File: src/rtl/uart_rx15_pkg.sv
// Shared types and constants for the uart_rx15 receive engine.
// Latency: n/a (types only).
// Backpressure: n/a (types only).
// Contents: FSM state enum, FIFO word struct, default oversample constants
// and helpers that derive the tick-counter geometry from an oversample ratio.
package uart_rx_pkg15;

   localparam int MAX_DATA_BITS  = 8;
   localparam int DEF_OVERSAMPLE = 16;

   function automatic int cnt_width(input int os);
      return $clog2(os);
   endfunction

   function automatic int mid_tick(input int os);
      return os / 2 - 1;
   endfunction

   localparam int CNT_W    = cnt_width(DEF_OVERSAMPLE);
   localparam int MID_TICK = mid_tick(DEF_OVERSAMPLE);

   typedef enum logic [2:0] {
      IDLE,
      START,
      DATA,
      PARITY,
      STOP,
      BRK_WAIT
   } rx_state_e;

   // Data is sized for the widest legal frame; narrower frames use the low bits.
   typedef struct packed {
      logic [MAX_DATA_BITS-1:0] data;
      logic                     perr;
      logic                     ferr;
   } rx_word_t;

endpackage

File: src/rtl/uart_rx15_fifo.sv
// Synchronous FIFO holding received words for the host side.
// Latency: a push is visible at the head (empty deasserts) the cycle after the write edge.
// Backpressure: a push on a full FIFO is dropped unless a pop happens in the same cycle.
// Ports: clock15/reset (async active-low), push/wdat write side, pop/rdat read side,
//        full/empty/count status (count is occupancy, log2(DEPTH)+1 bits).
module uart_rx_fifo15
   import uart_rx_pkg15::*;
#(
   parameter int DEPTH = 4
) (
   input  logic                       clock15,
   input  logic                       reset,
   input  logic                       push,
   input  rx_word_t                   wdat,
   input  logic                       pop,
   output rx_word_t                   rdat,
   output logic                       full,
   output logic                       empty,
   output logic [$clog2(DEPTH):0]     count
);

   localparam int AW   = $clog2(DEPTH);
   localparam int CNTW = AW + 1;

   rx_word_t          mem [DEPTH];
   logic [AW:0]       wp;
   logic [AW:0]       rp;
   logic              wr;
   logic              rd;

   // A full FIFO still accepts a write when the head leaves in the same cycle.
   assign wr    = push && (!full || pop);
   assign rd    = pop && !empty;
   assign count = wp - rp;
   assign full  = (count == CNTW'(DEPTH));
   assign empty = (wp == rp);
   assign rdat  = mem[rp[AW-1:0]];

   always_ff @(posedge clock15 or negedge reset) begin
      if (!reset) begin
         wp <= '0;
         rp <= '0;
         for (int i = 0; i < DEPTH; i++) begin
            mem[i] <= '0;
         end
      end else begin
         if (wr) begin
            mem[wp[AW-1:0]] <= wdat;
            wp              <= wp + 1'b1;
         end
         if (rd) begin
            rp <= rp + 1'b1;
         end
      end
   end

endmodule

File: src/rtl/uart_rx15.sv
// UART receiver: 2-flop sync, 16x oversampled LSB-first deframer, parity/stop check, RX FIFO.
// Latency: word reaches the FIFO head one clock after its stop-bit sample.
// Backpressure: rx_valid/rx_ready pop; full FIFO drops new words (sticky overrun), rts_n15 warns peer.
// Ports: clock15/reset (async active-low); rxd15 serial in, baud_clk15 oversample enable;
//        parity_en/parity_odd frame format; rx_data/rx_perr/rx_ferr/rx_valid/rx_ready host side;
//        overrun/ovr_clr, break_det pulse, rts_n15 flow control.
module uart_rx15
   import uart_rx_pkg15::*;
#(
   parameter int DATA_BITS  = 8,
   parameter int FIFO_DEPTH = 4,
   parameter int OVERSAMPLE = DEF_OVERSAMPLE
) (
   input  logic                 clock15,
   input  logic                 reset,
   input  logic                 rxd15,
   input  logic                 baud_clk15,
   input  logic                 parity_en,
   input  logic                 parity_odd,
   output logic [DATA_BITS-1:0] rx_data,
   output logic                 rx_perr,
   output logic                 rx_ferr,
   output logic                 rx_valid,
   input  logic                 rx_ready,
   output logic                 overrun,
   input  logic                 ovr_clr,
   output logic                 break_det,
   output logic                 rts_n15
);

   localparam int TW   = cnt_width(OVERSAMPLE);
   localparam int IW   = $clog2(DATA_BITS);
   localparam int CNTW = $clog2(FIFO_DEPTH) + 1;
   localparam logic [TW-1:0] MID  = TW'(mid_tick(OVERSAMPLE));
   localparam logic [TW-1:0] LAST = TW'(OVERSAMPLE - 1);

   logic                 sync1;
   logic                 rs;
   rx_state_e            state;
   logic [TW-1:0]        tick_cnt;
   logic [IW-1:0]        bit_idx;
   logic [DATA_BITS-1:0] shift;
   logic                 pen_l;
   logic                 podd_l;
   logic                 perr_l;
   logic                 pbit_l;

   logic                 sample;
   logic                 stop_smp;
   logic                 is_break;
   logic                 push;
   logic                 pop;
   rx_word_t             push_word;
   rx_word_t             head_word;
   logic                 fifo_full;
   logic                 fifo_empty;
   logic [CNTW-1:0]      fifo_count;

   // rxd15 is asynchronous; idle-high reset keeps the FSM from seeing a false start.
   always_ff @(posedge clock15 or negedge reset) begin
      if (!reset) begin
         sync1 <= 1'b1;
         rs    <= 1'b1;
      end else begin
         sync1 <= rxd15;
         rs    <= sync1;
      end
   end

   // Tick counter wraps at OVERSAMPLE, so LAST falls exactly one bit time after each sample.
   assign sample   = baud_clk15 && (tick_cnt == LAST);
   assign stop_smp = (state == STOP) && sample;
   // Break: whole frame low, including parity (pbit_l stays 0 when parity is off) and stop.
   assign is_break = stop_smp && !rs && (shift == '0) && !pbit_l;
   assign push     = stop_smp && !is_break;
   assign pop      = rx_valid && rx_ready;

   always_comb begin
      push_word                      = '0;
      push_word.data[DATA_BITS-1:0]  = shift;
      push_word.perr                 = perr_l;
      push_word.ferr                 = ~rs;
   end

   always_ff @(posedge clock15 or negedge reset) begin
      if (!reset) begin
         state     <= IDLE;
         tick_cnt  <= '0;
         bit_idx   <= '0;
         shift     <= '0;
         pen_l     <= 1'b0;
         podd_l    <= 1'b0;
         perr_l    <= 1'b0;
         pbit_l    <= 1'b0;
         break_det <= 1'b0;
      end else begin
         break_det <= 1'b0;
         // Everything is gated by the baud enable so a stalled baud generator freezes the FSM.
         if (baud_clk15) begin
            tick_cnt <= tick_cnt + 1'b1;
            case (state)
               IDLE: begin
                  if (!rs) begin
                     state    <= START;
                     tick_cnt <= '0;
                  end
               end
               START: begin
                  if (tick_cnt == MID) begin
                     if (rs) begin
                        state <= IDLE;
                     end else begin
                        state    <= DATA;
                        tick_cnt <= '0;
                        bit_idx  <= '0;
                        pen_l    <= parity_en;
                        podd_l   <= parity_odd;
                        perr_l   <= 1'b0;
                        pbit_l   <= 1'b0;
                     end
                  end
               end
               DATA: begin
                  if (tick_cnt == LAST) begin
                     shift[bit_idx] <= rs;
                     if (bit_idx == IW'(DATA_BITS - 1)) begin
                        state <= pen_l ? PARITY : STOP;
                     end else begin
                        bit_idx <= bit_idx + 1'b1;
                     end
                  end
               end
               PARITY: begin
                  if (tick_cnt == LAST) begin
                     pbit_l <= rs;
                     perr_l <= (((^shift) ^ rs) != podd_l);
                     state  <= STOP;
                  end
               end
               STOP: begin
                  if (tick_cnt == LAST) begin
                     if (is_break) begin
                        break_det <= 1'b1;
                        state     <= BRK_WAIT;
                     end else begin
                        state <= IDLE;
                     end
                  end
               end
               BRK_WAIT: begin
                  if (rs) begin
                     state <= IDLE;
                  end
               end
               default: state <= IDLE;
            endcase
         end
      end
   end

   uart_rx_fifo15 #(
      .DEPTH (FIFO_DEPTH)
   ) u_fifo (
      .clock15 (clock15),
      .reset   (reset),
      .push    (push),
      .wdat    (push_word),
      .pop     (pop),
      .rdat    (head_word),
      .full    (fifo_full),
      .empty   (fifo_empty),
      .count   (fifo_count)
   );

   assign rx_valid = !fifo_empty;
   assign rx_data  = head_word.data[DATA_BITS-1:0];
   assign rx_perr  = head_word.perr;
   assign rx_ferr  = head_word.ferr;

   // A same-cycle pop makes room, so only an unserviced push on full is an overrun.
   // Setting wins over ovr_clr so a coincident overrun is never lost.
   always_ff @(posedge clock15 or negedge reset) begin
      if (!reset) begin
         overrun <= 1'b0;
         rts_n15 <= 1'b0;
      end else begin
         if (push && fifo_full && !pop) begin
            overrun <= 1'b1;
         end else if (ovr_clr) begin
            overrun <= 1'b0;
         end
         rts_n15 <= (fifo_count >= CNTW'(FIFO_DEPTH - 1));
      end
   end

endmodule

File: config.mk
export PLATFORM = sky130hd
export DESIGN_NAME = uart_rx15
export DESIGN_NICKNAME = d
export VERILOG_FILES = /design/src/rtl/uart_rx15_pkg.sv /design/src/rtl/uart_rx15_fifo.sv /design/src/rtl/uart_rx15.sv
export SDC_FILE = /design/constraint.sdc
export NUM_CORES = 1
export LEC_CHECK = 0
export BUFFER_PORTS_ARGS = -buffer_cell sky130_fd_sc_hd__clkbuf_2
export CORE_MARGIN = 5
export CORE_UTILIZATION = 45
export DETAILED_ROUTE_END_ITERATION = 12
export SLEW_MARGIN = 20
export SYNTH_ARGS = -nofsm -noshare
export SYNTH_HDL_FRONTEND = slang
export SYNTH_SLANG_ARGS = --single-unit
File: constraint.sdc
create_clock -name clock15 -period 3.1 [get_ports clock15]
set_clock_uncertainty 0.15 [all_clocks]
set_input_delay 0.465 -clock clock15 [delete_from_list [all_inputs] [get_ports clock15]]
set_output_delay 0.465 -clock clock15 [all_outputs]
set_load 0.01 [all_outputs]
## Word-level counts from Yosys, hierarchy flattened

Index checks and enable logic that the tools add are counted.

| cells by class | value |
|---|---|
| add/sub/neg operators | 5 |
| $lt $le $gt $ge | 6 |
| muxes and demuxes | 40 |
| equality and inequality tests | 20 |
| reduce and logical (&&, ||, !) cells | 31 |
| bitwise gates (word level) | 4 |

Operators by type and width:

| operator | number |
|---|---|
| $bwmux W40 | 1 |
| $mux W3 | 13 |
| $mux W10 | 3 |
| $bmux W10 S2 | 1 |
| $demux W10 S2 | 1 |
| $ne A2 B2 Y1 const B | 9 |
| $pmux W3 S6 | 1 |
| $logic_and A1 B1 Y1 | 13 |
| $eq A3 B3 Y1 const B | 4 |
| $mux W1 | 11 |
| $add A3 B1 Y3 const B | 3 |
| $bwmux W8 | 1 |
| $logic_not A8 Y1 | 1 |
| $mux W4 | 2 |
| $pmux W4 S2 | 1 |
| $reduce_and A8 Y1 | 1 |
| $reduce_xor A8 Y1 | 1 |
| $eq A3 B2 Y1 const B | 2 |
| $ge A3 B3 Y1 const B | 2 |
| $logic_not A1 Y1 | 6 |
| $not A2 Y3 | 2 |
| $pmux W3 S2 | 1 |
| $reduce_and A6 Y1 | 1 |
| $reduce_bool A2 Y1 | 3 |
| 21 further kinds | 22 |

| word-level totals | value |
|---|---|
| register bits | 73 |
| bits of input ports | 8 |
| output and inout port bits | 14 |

## Depth between registers and ports, before layout

| logic depth | value |
|---|---|
| word-level depth | 11 |
| mapped depth | 8 |
| depth with buffers taken out | 7 |

## Cells and area by module

A second synthesis with hierarchy kept.

| unflattened totals | value |
|---|---|
| cells, all modules | 289 |
| area, all modules | 3,736.1 µm² |

Modules (own cells, without submodules):

| module | instances | area each (µm²) | cells an instance |
|---|---|---|---|
| uart_rx_fifo15 | 1 | 2,185.8 | 136 |
| uart_rx15 | 1 | 1,550.2 | 153 |

## Worst setup path after synthesis

No wires, ideal clock.

| path | value |
|---|---|
| kind | register to register |
| from | reg u_fifo.wp[0] |
| to | reg u_fifo.mem[1] in the netlist's numbering |
| cell stages (with the launch flop) | 9 |
| library setup time | 0.125 ns |
| setup slack | 0.459 ns |
| arrival time | 2.366 ns |
| period minus slack after synthesis | 2.641 ns |
| path buffers | 1 |
| cells stage by stage | dfrtp_1 > inv_1 > ha_1 > fa_1 > and3_1 > o2bb2ai_2 > a211oi_1 > buf_4 > mux2_2 |

| between the ends | value |
|---|---|
| cells in the longest elaborated chain, start to end | 6 |

RTL lines:

| what | RTL line | text |
|---|---|---|
| from (decl) | uart_rx15_fifo.sv:26 | `logic [AW:0] wp;` |
| from (signal assigned) | uart_rx15_fifo.sv:49 | `wp <= wp + 1'b1;` |
| $not A2 Y3 (implied by the code) | uart_rx15_fifo.sv:48 | `mem[wp[AW-1:0]] <= wdat;` |
| $ge A3 B3 Y1 (implied by the code) / $lt A3 B1 Y1 (equally long branches) | uart_rx15_fifo.sv:48 |  |
| $logic_and A1 B1 Y1 (implied by the code) | uart_rx15_fifo.sv:48 |  |
| $mux W10 (implied by the code) | uart_rx15_fifo.sv:48 |  |
| $demux W10 S2 | uart_rx15_fifo.sv:48 |  |
| $bwmux W40 | uart_rx15_fifo.sv:48 |  |
| to (signal, indexed assignment) | uart_rx15_fifo.sv:48 |  |
| to (decl) | uart_rx15_fifo.sv:25 | `rx_word_t mem [DEPTH];` |

Several ways; a longest one is shown, not always the timed one.
A chain may end at the register's enable or synchronous reset.

## Worst setup path after layout

| path | value |
|---|---|
| from | reg u_fifo.wp[0] |
| to | reg u_fifo.mem[29] in the netlist's numbering |

Same word-level chain as after synthesis.

==> metrics.md <==
| Metric | Value |
|---|---|
| Status | completed |
| RSZ-0062 raised after global routing | no |
| Crit start category | flop |
| Total core area | 8175 µm² |
| DP HPWL | 4753 µm |
| Initial Utilization | 0.4584 |
| Reg-to-reg endpoint | u_fifo.mem[29] |
| Setup violators final | 0 |
| Pin count of the biggest net entering global routing | 74 |
| Synthesis-to-finish area growth | 11.25% |
| Worst-path clk slew | 0.08 ns |
| Post-cts hold buffer count | 0 |
| Via Count | 2,318 |
| CP Capture Point | u_fifo.mem[29] |
| CP max FO | 10 |
| Initial antenna violation count | 0 |
| Cell Area, Synth | 3747 µm² |
| Syn. warnings | 0 |
| Pleak | 1.935 nW |
| Fin crit period | 2.711 ns |
| Crit. End Element | flop |
| Root Driver | clkbuf_8 |
| Routed length per instance | 16.41 µm |
| Final worst slack | 0.3894 ns |
| Layout cells sized above 1 | 0.3602 |
| Total gr overflow | 0 |
| Die height | 101.3 µm |
| Vias in the first global route | 2,391 |
| Fin area | 4169 µm² |
| Global-route wire length before repair | 11,940 µm |
| Post-Place Cell Area | 3985 µm² |
| Clock buffers created by TritonCTS | 9 |
| Max Transition Viols Final | 0 |
| Post-Route WL | 7009 µm |
| Setup CP Type | reg2reg |
| Gr usage total | 0.1506 |
| Hold violation count in the final report | 0 |
| Seq cells post-synth | 73 |
| Mean Syn Cell Area | 12.92 µm² |
| Fillers | 721 |
| Rel. slew slack | 0.3875 |
| WP data required | 3.19 ns |
| I/O Pins | 22 |
| DR pass1 iterations | 4 |
| Drt drc | 0 |
| Final worst path period share | 0.8744 |
| Combined area of the multi-input logic cells | 1782 µm² |
| Final setup TNS | 0 ns |
| Initial DRC count | 130 |
| Antenna fix cells | 0 |
| Htree depth | 3 |
| Register area | 1829 µm² |
| Syn Nets | 313 |
| Worst min path class | in2reg |
| Post-synth EDFFs | 0 |
| Power per cell area | 635.2 nW/µm² |
| Fmax | 368.9 MHz |
| Die footprint | 10,250 µm² |
| Dominant synthesized flop cell | dfrtp_1 |
| Distinct cells, synth | 51 |
| R2R cell count | 8 |
| Nets | 340 |
| Row cnt | 33 |
| Longest Clk Path Bufs | 2 |
| Core Util, Final | 0.5099 |
| Worst skew pair latency | 0.35 ns |
| WHS | 0.04775 ns |
| FFs w/ async S/R, synth | 1.000 |
| Vias/cell | 5.429 |
| Worst vdd ir | 0.2704 mV |
| RePlAce Congestion | 0.7869 |
| Antenna viol nets, final | 0 |
| Max-cap violations | 0 |
| IO Port Bufs | 21 |
| Postcts setup bufs | 0 |
| RR Startpoint | u_fifo.wp[0] |
| CTS tree | built |
| CTS resizes | 0 |
| Worst-Margin Slew | 0.9187 ns |
| Worst EP arrival | 2.80 ns |
| Clock net sink count | 73 |
| R2r setup slk | 0.39 ns |
| Mapped Cells | 290 |
| Die width | 101.3 µm |
| Setup Slack @ Placement | 0.3965 ns |
| Critical Path Start | u_fifo.wp[0] |
| Sequential share of the synthesized area | 0.4881 |
-- Yosys cell counts (5+ instances only) --
| cell | n | area share |
|---|---|---|
| nand2_1 | 11 | 0.011 |
| nand2b_1 | 5 | 0.0083 |
| xnor2_1 | 7 | 0.016 |
| nor3_1 | 7 | 0.0093 |
| ha_1 | 14 | 0.047 |
| dfrtp_1 | 71 | 0.47 |
| mux2_2 | 47 | 0.14 |
| inv_1 | 24 | 0.024 |
| mux2i_1 | 8 | 0.021 |
| nor2_1 | 6 | 0.0060 |
| mux4_2 | 10 | 0.060 |
| nand3_1 | 8 | 0.011 |
-- power breakdown --
part | internal (mW) | switching (mW) | total (mW) | leakage, nW
clock network | 0.304 | 0.406 | 0.711 | 0.0848
logic | 0.328 | 0.405 | 0.733 | 0.883
registers | 1.05 | 0.155 | 1.20 | 0.967
-- cell usage in the layout (no fill, tap or decap), drive strengths merged, types with 2 or more instances in the layout --
cell      count
dfrtp        71
nand3b        2
ha           14
nand2b        5
buf           7
nor2b         2
xnor2         9
o2bb2ai       4
mux2i         8
mux2         50
nor3b         4
inv          28
nor3          7
nand3         8
a211oi        7
nand2        11
and3          3
clkinvlp      3
dfstp         2
a2111oi       2
a22o          2
a21oi         3
clkbuf       29
nor2          6
or2           3
mux4         10
o211ai        2
xor2          2
o21ai         4
-- sequential cells by signal (all words and copies together), names as in the netlist, 3 cells and up --
| signal | flops |
|---|---|
| bit_idx | 3 |
| shift | 8 |
| state | 3 |
| tick_cnt | 4 |
| u_fifo.mem | 40 |
| u_fifo.rp | 3 |
| u_fifo.wp | 3 |
-- metal layers --
metal,GRT usage,vias up,wire length [µm]
li1,-,1089,-
met1,0.2217,1178,3510
met2,0.2188,39,3130
met3,0.02824,12,241
met4,0.06237,0,127
met5,0,-,0
-- critical path, cell delays in order, from the launching register on --
cell and delay (ns):
dfrtp_1 0.41, inv_1 0.14, ha_1 0.18, fa_1 0.44
and3_1 0.21, o2bb2ai_2 0.21, a211oi_4 0.26, buf_4 0.24
mux2_2 0.35
-- metrics by stage --
stage               power (mW)  cells
finish                   2.648    427
detailed placement       1.957    411
global placement         1.939    411
global route             2.800    427
floorplan                1.769    290
CTS                      2.671    427
-- worst min-delay path by stage --
stage | start | to | cells after the start | slack (ns)
after floorplan | reset | bit_idx[0] | 0 | 0.02
after global placement | sync1 | rs | 0 | 0.20
after detailed placement | sync1 | rs | 0 | 0.20
after CTS | rxd15 | sync1 | 1 | 0.03
after global routing | rxd15 | sync1 | 1 | 0.04
final | rxd15 | sync1 | 1 | 0.05
-- cells by family (layout without fill, tap and decap cells) --
family | after synthesis | in the layout | synth area share
compound gates | 29 | 29 | 0.07213
simple gates | 59 | 59 | 0.08848
fa+ha+maj | 15 | 15 | 0.05209
buf+inv | 35 | 67 | 0.03773
flops | 73 | 73 | 0.4881
mux | 68 | 68 | 0.2317
xor+xnor | 11 | 11 | 0.02972
-- final cells by class --
class	instances	share of cell area
Sequential cell	73	0.4388
Multi-Input combinational cell	182	0.4274
Timing Repair Buffer	27	0.03661
Tap cell	105	0.03151
Clock buffer	9	0.02971
Inverter	24	0.02161
Clock inverter	7	0.01441
Note: power is estimated with default switching activity, not from simulation.
